<file path="config.mk">
export PLATFORM = sky130hd
export DESIGN_NAME = if_fetch_sequencer
export DESIGN_NICKNAME = d
export VERILOG_FILES = /design/src/rtl/if_fetch_sequencer.sv
export SDC_FILE = /design/constraint.sdc
export NUM_CORES = 1
export LEC_CHECK = 0
export BUFFER_PORTS_ARGS = -buffer_cell sky130_fd_sc_hd__buf_2
export CORE_ASPECT_RATIO = 1.5
export CORE_MARGIN = 2
export CORE_UTILIZATION = 40
export DETAILED_ROUTE_END_ITERATION = 10
export SKIP_LAST_GASP = 1
export SLEW_MARGIN = 20
export SYNTH_ARGS = -nofsm -noshare
export SYNTH_HDL_FRONTEND = slang
export SYNTH_SLANG_ARGS = --single-unit
</file>
<file path="constraint.sdc">
create_clock -name clk -period 10.8 [get_ports clk]
set_clock_uncertainty 0.1 [all_clocks]
set_input_delay 1.08 -clock clk [delete_from_list [all_inputs] [get_ports clk]]
set_output_delay 1.08 -clock clk [all_outputs]
set_load 0.02 [all_outputs]
</file>
<file path="src/rtl/if_fetch_sequencer.sv">
// rtl/if_fetch_sequencer.sv - instruction-fetch sequencer: PC, imem addressing, in-order fetch queue
// Optional: FETCH_MISALIGN_TRAP_EN adds misalign_err output and an ERR trap state.
module if_fetch_sequencer #(
    parameter logic [31:0] RESET_PC = 32'h0000_0000,
    parameter logic [31:0] END_PC   = 32'h0000_0014,
    parameter int          DEPTH    = 2
) (
    input  logic        clk,
    input  logic        rst,
    input  logic        start,
    output logic [31:0] imem_addr,
    input  logic [31:0] imem_data,
    output logic        out_valid,
    input  logic        out_ready,
    output logic [31:0] out_inst,
    output logic [31:0] out_pc,
    input  logic        redirect_valid,
    input  logic [31:0] redirect_pc,
    output logic        halted,
    output logic        busy
`ifdef FETCH_MISALIGN_TRAP_EN
    ,
    output logic        misalign_err
`endif
);

    localparam int PW = $clog2(DEPTH);
    localparam int CW = PW + 1;

    typedef enum logic [1:0] {
        S_IDLE,
        S_FETCH,
        S_HALT
`ifdef FETCH_MISALIGN_TRAP_EN
        ,
        S_ERR
`endif
    } state_t;

    state_t          state_q, state_d;
    logic [31:0]     pc_q, pc_d;
    logic [PW-1:0]   rd_ptr_q, rd_ptr_d;
    logic [PW-1:0]   wr_ptr_q, wr_ptr_d;
    logic [CW-1:0]   count_q, count_d;
    logic [31:0]     inst_mem_q [DEPTH];
    logic [31:0]     pc_mem_q   [DEPTH];
    logic            push, pop, flush;
    logic            pop_req, redirect_ok;
`ifdef FETCH_MISALIGN_TRAP_EN
    logic            merr_q, merr_d;
`endif

    assign pop_req     = (count_q != '0) && out_ready;
    assign redirect_ok = redirect_valid && ((state_q == S_FETCH) || (state_q == S_HALT));

    always_comb begin
        state_d = state_q;
        pc_d    = pc_q;
        push    = 1'b0;
        pop     = 1'b0;
        flush   = 1'b0;
`ifdef FETCH_MISALIGN_TRAP_EN
        merr_d  = merr_q;
`endif
        if (redirect_ok) begin
            // Redirect wins over any push/pop in the same cycle.
            flush = 1'b1;
`ifdef FETCH_MISALIGN_TRAP_EN
            pc_d = redirect_pc;
            if (redirect_pc[1:0] != 2'b00) begin
                state_d = S_ERR;
                merr_d  = 1'b1;
            end else begin
                state_d = S_FETCH;
            end
`else
            pc_d    = redirect_pc & ~32'h3;
            state_d = S_FETCH;
`endif
        end else begin
            pop = pop_req;
            case (state_q)
                S_IDLE: begin
                    if (start) begin
                        state_d = S_FETCH;
                        pc_d    = RESET_PC;
                    end
                end
                S_FETCH: begin
                    if (pc_q >= END_PC) begin
                        state_d = S_HALT;
                    end else if ((count_q < CW'(DEPTH)) || pop_req) begin
                        push = 1'b1;
                        pc_d = pc_q + 32'd4;
                    end
                end
                default: ;
            endcase
        end
    end

    always_comb begin
        rd_ptr_d = rd_ptr_q;
        wr_ptr_d = wr_ptr_q;
        count_d  = count_q;
        if (flush) begin
            rd_ptr_d = '0;
            wr_ptr_d = '0;
            count_d  = '0;
        end else begin
            if (pop)  rd_ptr_d = rd_ptr_q + PW'(1);
            if (push) wr_ptr_d = wr_ptr_q + PW'(1);
            count_d = count_q + CW'(push) - CW'(pop);
        end
    end

    always_ff @(posedge clk) begin
        if (!rst) begin
            state_q  <= S_IDLE;
            pc_q     <= RESET_PC;
            rd_ptr_q <= '0;
            wr_ptr_q <= '0;
            count_q  <= '0;
`ifdef FETCH_MISALIGN_TRAP_EN
            merr_q   <= 1'b0;
`endif
        end else begin
            state_q  <= state_d;
            pc_q     <= pc_d;
            rd_ptr_q <= rd_ptr_d;
            wr_ptr_q <= wr_ptr_d;
            count_q  <= count_d;
`ifdef FETCH_MISALIGN_TRAP_EN
            merr_q   <= merr_d;
`endif
        end
    end

    // Queue storage needs no reset: count gates visibility of every slot.
    always_ff @(posedge clk) begin
        if (push) begin
            inst_mem_q[wr_ptr_q] <= imem_data;
            pc_mem_q[wr_ptr_q]   <= pc_q;
        end
    end

    assign imem_addr = pc_q;
    assign out_valid = (count_q != '0);
    assign out_inst  = out_valid ? inst_mem_q[rd_ptr_q] : 32'h0;
    assign out_pc    = out_valid ? pc_mem_q[rd_ptr_q]   : 32'h0;
    assign busy      = (state_q == S_FETCH) || (count_q != '0);
`ifdef FETCH_MISALIGN_TRAP_EN
    assign halted       = (state_q == S_HALT) || (state_q == S_ERR);
    assign misalign_err = merr_q;
`else
    assign halted    = (state_q == S_HALT);
`endif

endmodule

</file>
==> out/summary.md <==
The tightest min-delay check is of the reg -> reg type. Relative to the synthesized area, the layout overhead comes to 22.3%. The floorplan has 60 rows. After floorplanning, the core was sized to cover 17,900 um2. Share of synthesized flip-flops with an asynchronous set or reset: 0%. Along the worst path, the maximum fanout reaches 43. The first TritonRoute pass finished after 5 iterations. The run finished with clean final reports. Among all flip-flop cells after synthesis, the most frequent one is sky130_fd_sc_hd__edfxtp_1. The worst setup path is of the in -> reg kind. For the die area, the log shows 19,300 um2.

The critical path startpoint category is an input pin. At the worst endpoint, the arrival time is 4010 ps. The total number of clock tree sinks was 167; the port buffer count was 165. The count of nets left with antenna violations once routing finished came out at 0. Clock-pin slew was measured on the worst setup and hold paths at 60 ps.

Once the clock tree was built, the resizer swapped 0 gates to a different size. Global routing consumed, over all layers together, 19.1% of the routing resources. In this run the cell area measured after placement is 8270 um2.

After the last flow step, the layout net total stands at 827. Setup violations remaining at the end of the flow were counted as 0. In this run, the number of DRC markers left after iteration 0 of detailed routing was 398. The clock reaches the later pin of the worst-skew pair after 420 ps. The netlist uses 47 different library cells. Subtracting the final worst setup slack from the clock period gives 4060 ps. Of all cell types, the one taking the most synthesized area is sky130_fd_sc_hd__edfxtp_1. In this run the static leakage power is 3.33 nW. Measured along the y axis, the die boundary spans 169 um. The gate count after technology mapping was 597; the measured slew at the worst slew-check pin was 911 ps. Count of hold-fix buffers inserted at cts: 0. After detailed routing, the number of remaining DRC violations is 0. The fraction of layout instances using a drive strength above 1 is 28.4%, and the top-area cell type share of the netlist area is 52.9%. During synthesis, Yosys emitted a total of 0 warnings. In this run the horizontal extent of the chip is 114 um. The H-tree was split into 4 levels. The mean instance size in the synthesized netlist is 12.2 um2.

The post-synthesis register bit count was 167. The synthesized design contains 128 enable-type register cells. The tools report the number of global-route vias before repair as 5,297.

The run gives 0 as the max-slew violation count. The cell sitting at the root of the clock tree is a sky130_fd_sc_hd__clkbuf_16. The run gives 11,800 um as the placed wire-length estimate. The worst setup path is captured at a register. The cell area that synthesis handed to floorplanning was 7270 um2. I/O pin count: 168.

The total number of vias is 5,342, and the maximum number of pins on one net before global-route repair is 65. After detailed routing, the average wire length per cell comes to 18.4 um. The logs give 2 for the deepest clock path buffer count and 4.65% for the met3 track utilization from global routing. After global routing, the most crowded layer is met2. The max-cap violation count came out at 0. Setup repair after global routing left no endpoint under its margin.

Leaving out fill and tap cells, the most frequent cells in the layout are 165 x sky130_fd_sc_hd__buf_2, 128 x sky130_fd_sc_hd__edfxtp_1, 88 x sky130_fd_sc_hd__nor2_1. The power per cell area was 247 nW/um2. The run gives 0 as the post-CTS repair timing setup buffer count. The clock buffer count from CTS was 17; the total negative slack was 0 ps. Headroom to the max-slew limit came out at 39.2%. For the initial antenna violation count, the log shows 1. The routed design has 18,100 um of wire.

The run gives 8890 um2 as the post-route standard cell area excluding fillers. The worst-case IR drop observed on VDD is 0.000180 V. Post-synthesis sequential area ratio: 63.6%. Dividing the detail-routed via count by the number of cells gives 5.45.

The most common cell after layout, fill and taps aside was sky130_fd_sc_hd__buf_2. Ranked by total cell area, the synthesized netlist is headed by sky130_fd_sc_hd__edfxtp_1 53%, sky130_fd_sc_hd__dfxtp_1 11%, sky130_fd_sc_hd__mux2i_1 8.8%, sky130_fd_sc_hd__nor2_1 4.7%, sky130_fd_sc_hd__nand2_1 2.2%. Timing would allow up to 246 MHz. For the number of hold violations in the final report, the log shows 0. Global routing consumed, on the met1 layer, 22.0% of the routing resources. The logs give 28,200 um for the first-pass GRT wire length and 0 for the final global-route overflow total. The number of nets in the synthesized netlist is 674. For the worst setup path, the data required time is 10,750 ps. The tools report the met2 global-route usage as 33.8%. TritonCTS built the clock tree. Once the floorplan was initialized, standard cells occupied 40.7% of the core. The tools report the global placer's final weighted congestion as 0.859. The final cycle utilization of the critical path came out at 37.6%.
report_power, final:
part	switching [mW]	internal, mW
clock network	0.253	0.349
logic	0.491	0.248
registers	0.0824	0.773
final timing paths:
| check | slack (ps) | start | end | cells past startpoint |
|---|---|---|---|---|
| worst min register to register | 410 | rd_ptr_q | register | 2 |
| worst min-delay path | 410 | rd_ptr_q | register | 2 |
| worst max-delay path | 6740 | redirect_valid | pc_mem_q[1][5] | 6 |
| worst max register to register | 6760 | state_q[1] | pc_mem_q[1][5] | 7 |
stage by stage:
| step | power (mW) | setup WS (ps) | util (%) | hold WS [ps] | instances |
|---|---|---|---|---|---|
| after global routing | 2.32 | 6400 | 49.8 | 434 | 981 |
| after floorplan | 1.38 | 5650 | - | 372 | 597 |
| after CTS | 2.22 | 6730 | 49.6 | 414 | 979 |
| after global placement | 1.60 | 6420 | 46.3 | 390 | 947 |
| after detailed placement | 1.61 | 6290 | 46.3 | 400 | 947 |
| final | 2.20 | 6740 | 49.8 | 413 | 981 |
flip-flops by register name, indices dropped and copies added, names as in the netlist, named ones only:
signal / count
wr_ptr_q: 1
inst_mem_q: 64
count_q: 2
pc_mem_q: 64
rd_ptr_q: 1
imem_addr: 32
state_q: 2
cell families (layout without fill, tap and decap cells):
kind of cell,after synthesis,in the layout,synth area share [%]
AND/OR/NAND/NOR,201,201,13.1
AO/OA/AOI/OAI,93,93,8.52
buffers and inverters,51,217,3.03
adder cells (fa/ha/maj),8,8,1.38
XOR/XNOR,13,13,1.57
flip-flops,167,167,63.6
multiplexers,64,64,8.81
other,0,1,0
worst max-delay path: stages:
cell and delay, ps:
sky130_fd_sc_hd__buf_2 120, sky130_fd_sc_hd__nand2_1 230, sky130_fd_sc_hd__and2_1 760, sky130_fd_sc_hd__nand3_1 460
sky130_fd_sc_hd__nor2_4 670, sky130_fd_sc_hd__buf_4 630
layout make-up:
cell class | count | area (um2)
fillers | 1615 | 8980
diodes | 1 | 2.50
flip-flops and latches | 167 | 4630
repair buffers | 171 | 891
well taps | 217 | 272
multi-input cells | 379 | 2450
clock inverters | 13 | 149
inverters | 14 | 52.6
clock buffers | 19 | 443
Yosys cell counts (all sizes together) (4+ instances only):
master,count
nand3,13
ha,8
and2,5
o31ai,8
nor3,14
o32ai,6
nor4,11
buf,10
and3,7
a31oi,6
nand2,43
clkbuf,27
xnor2,9
a21oi,30
xor2,4
o21ai,17
edfxtp,128
dfxtp,39
a221oi,8
inv,14
nand4,9
a211oi,4
mux2i,64
nor2,91
per-layer routing:
| layer | wire length (um) | vias up | share of wire [%] |
|---|---|---|---|
| met1 | 7180 | 2599 | 40 |
| met4 | 425 | 0 | 2.4 |
| met3 | 998 | 30 | 5.5 |
| li1 | - | 2523 | - |
| met2 | 9450 | 190 | 52 |
| met5 | 0 | - | 0 |
Power figures use the tool's default switching activity.
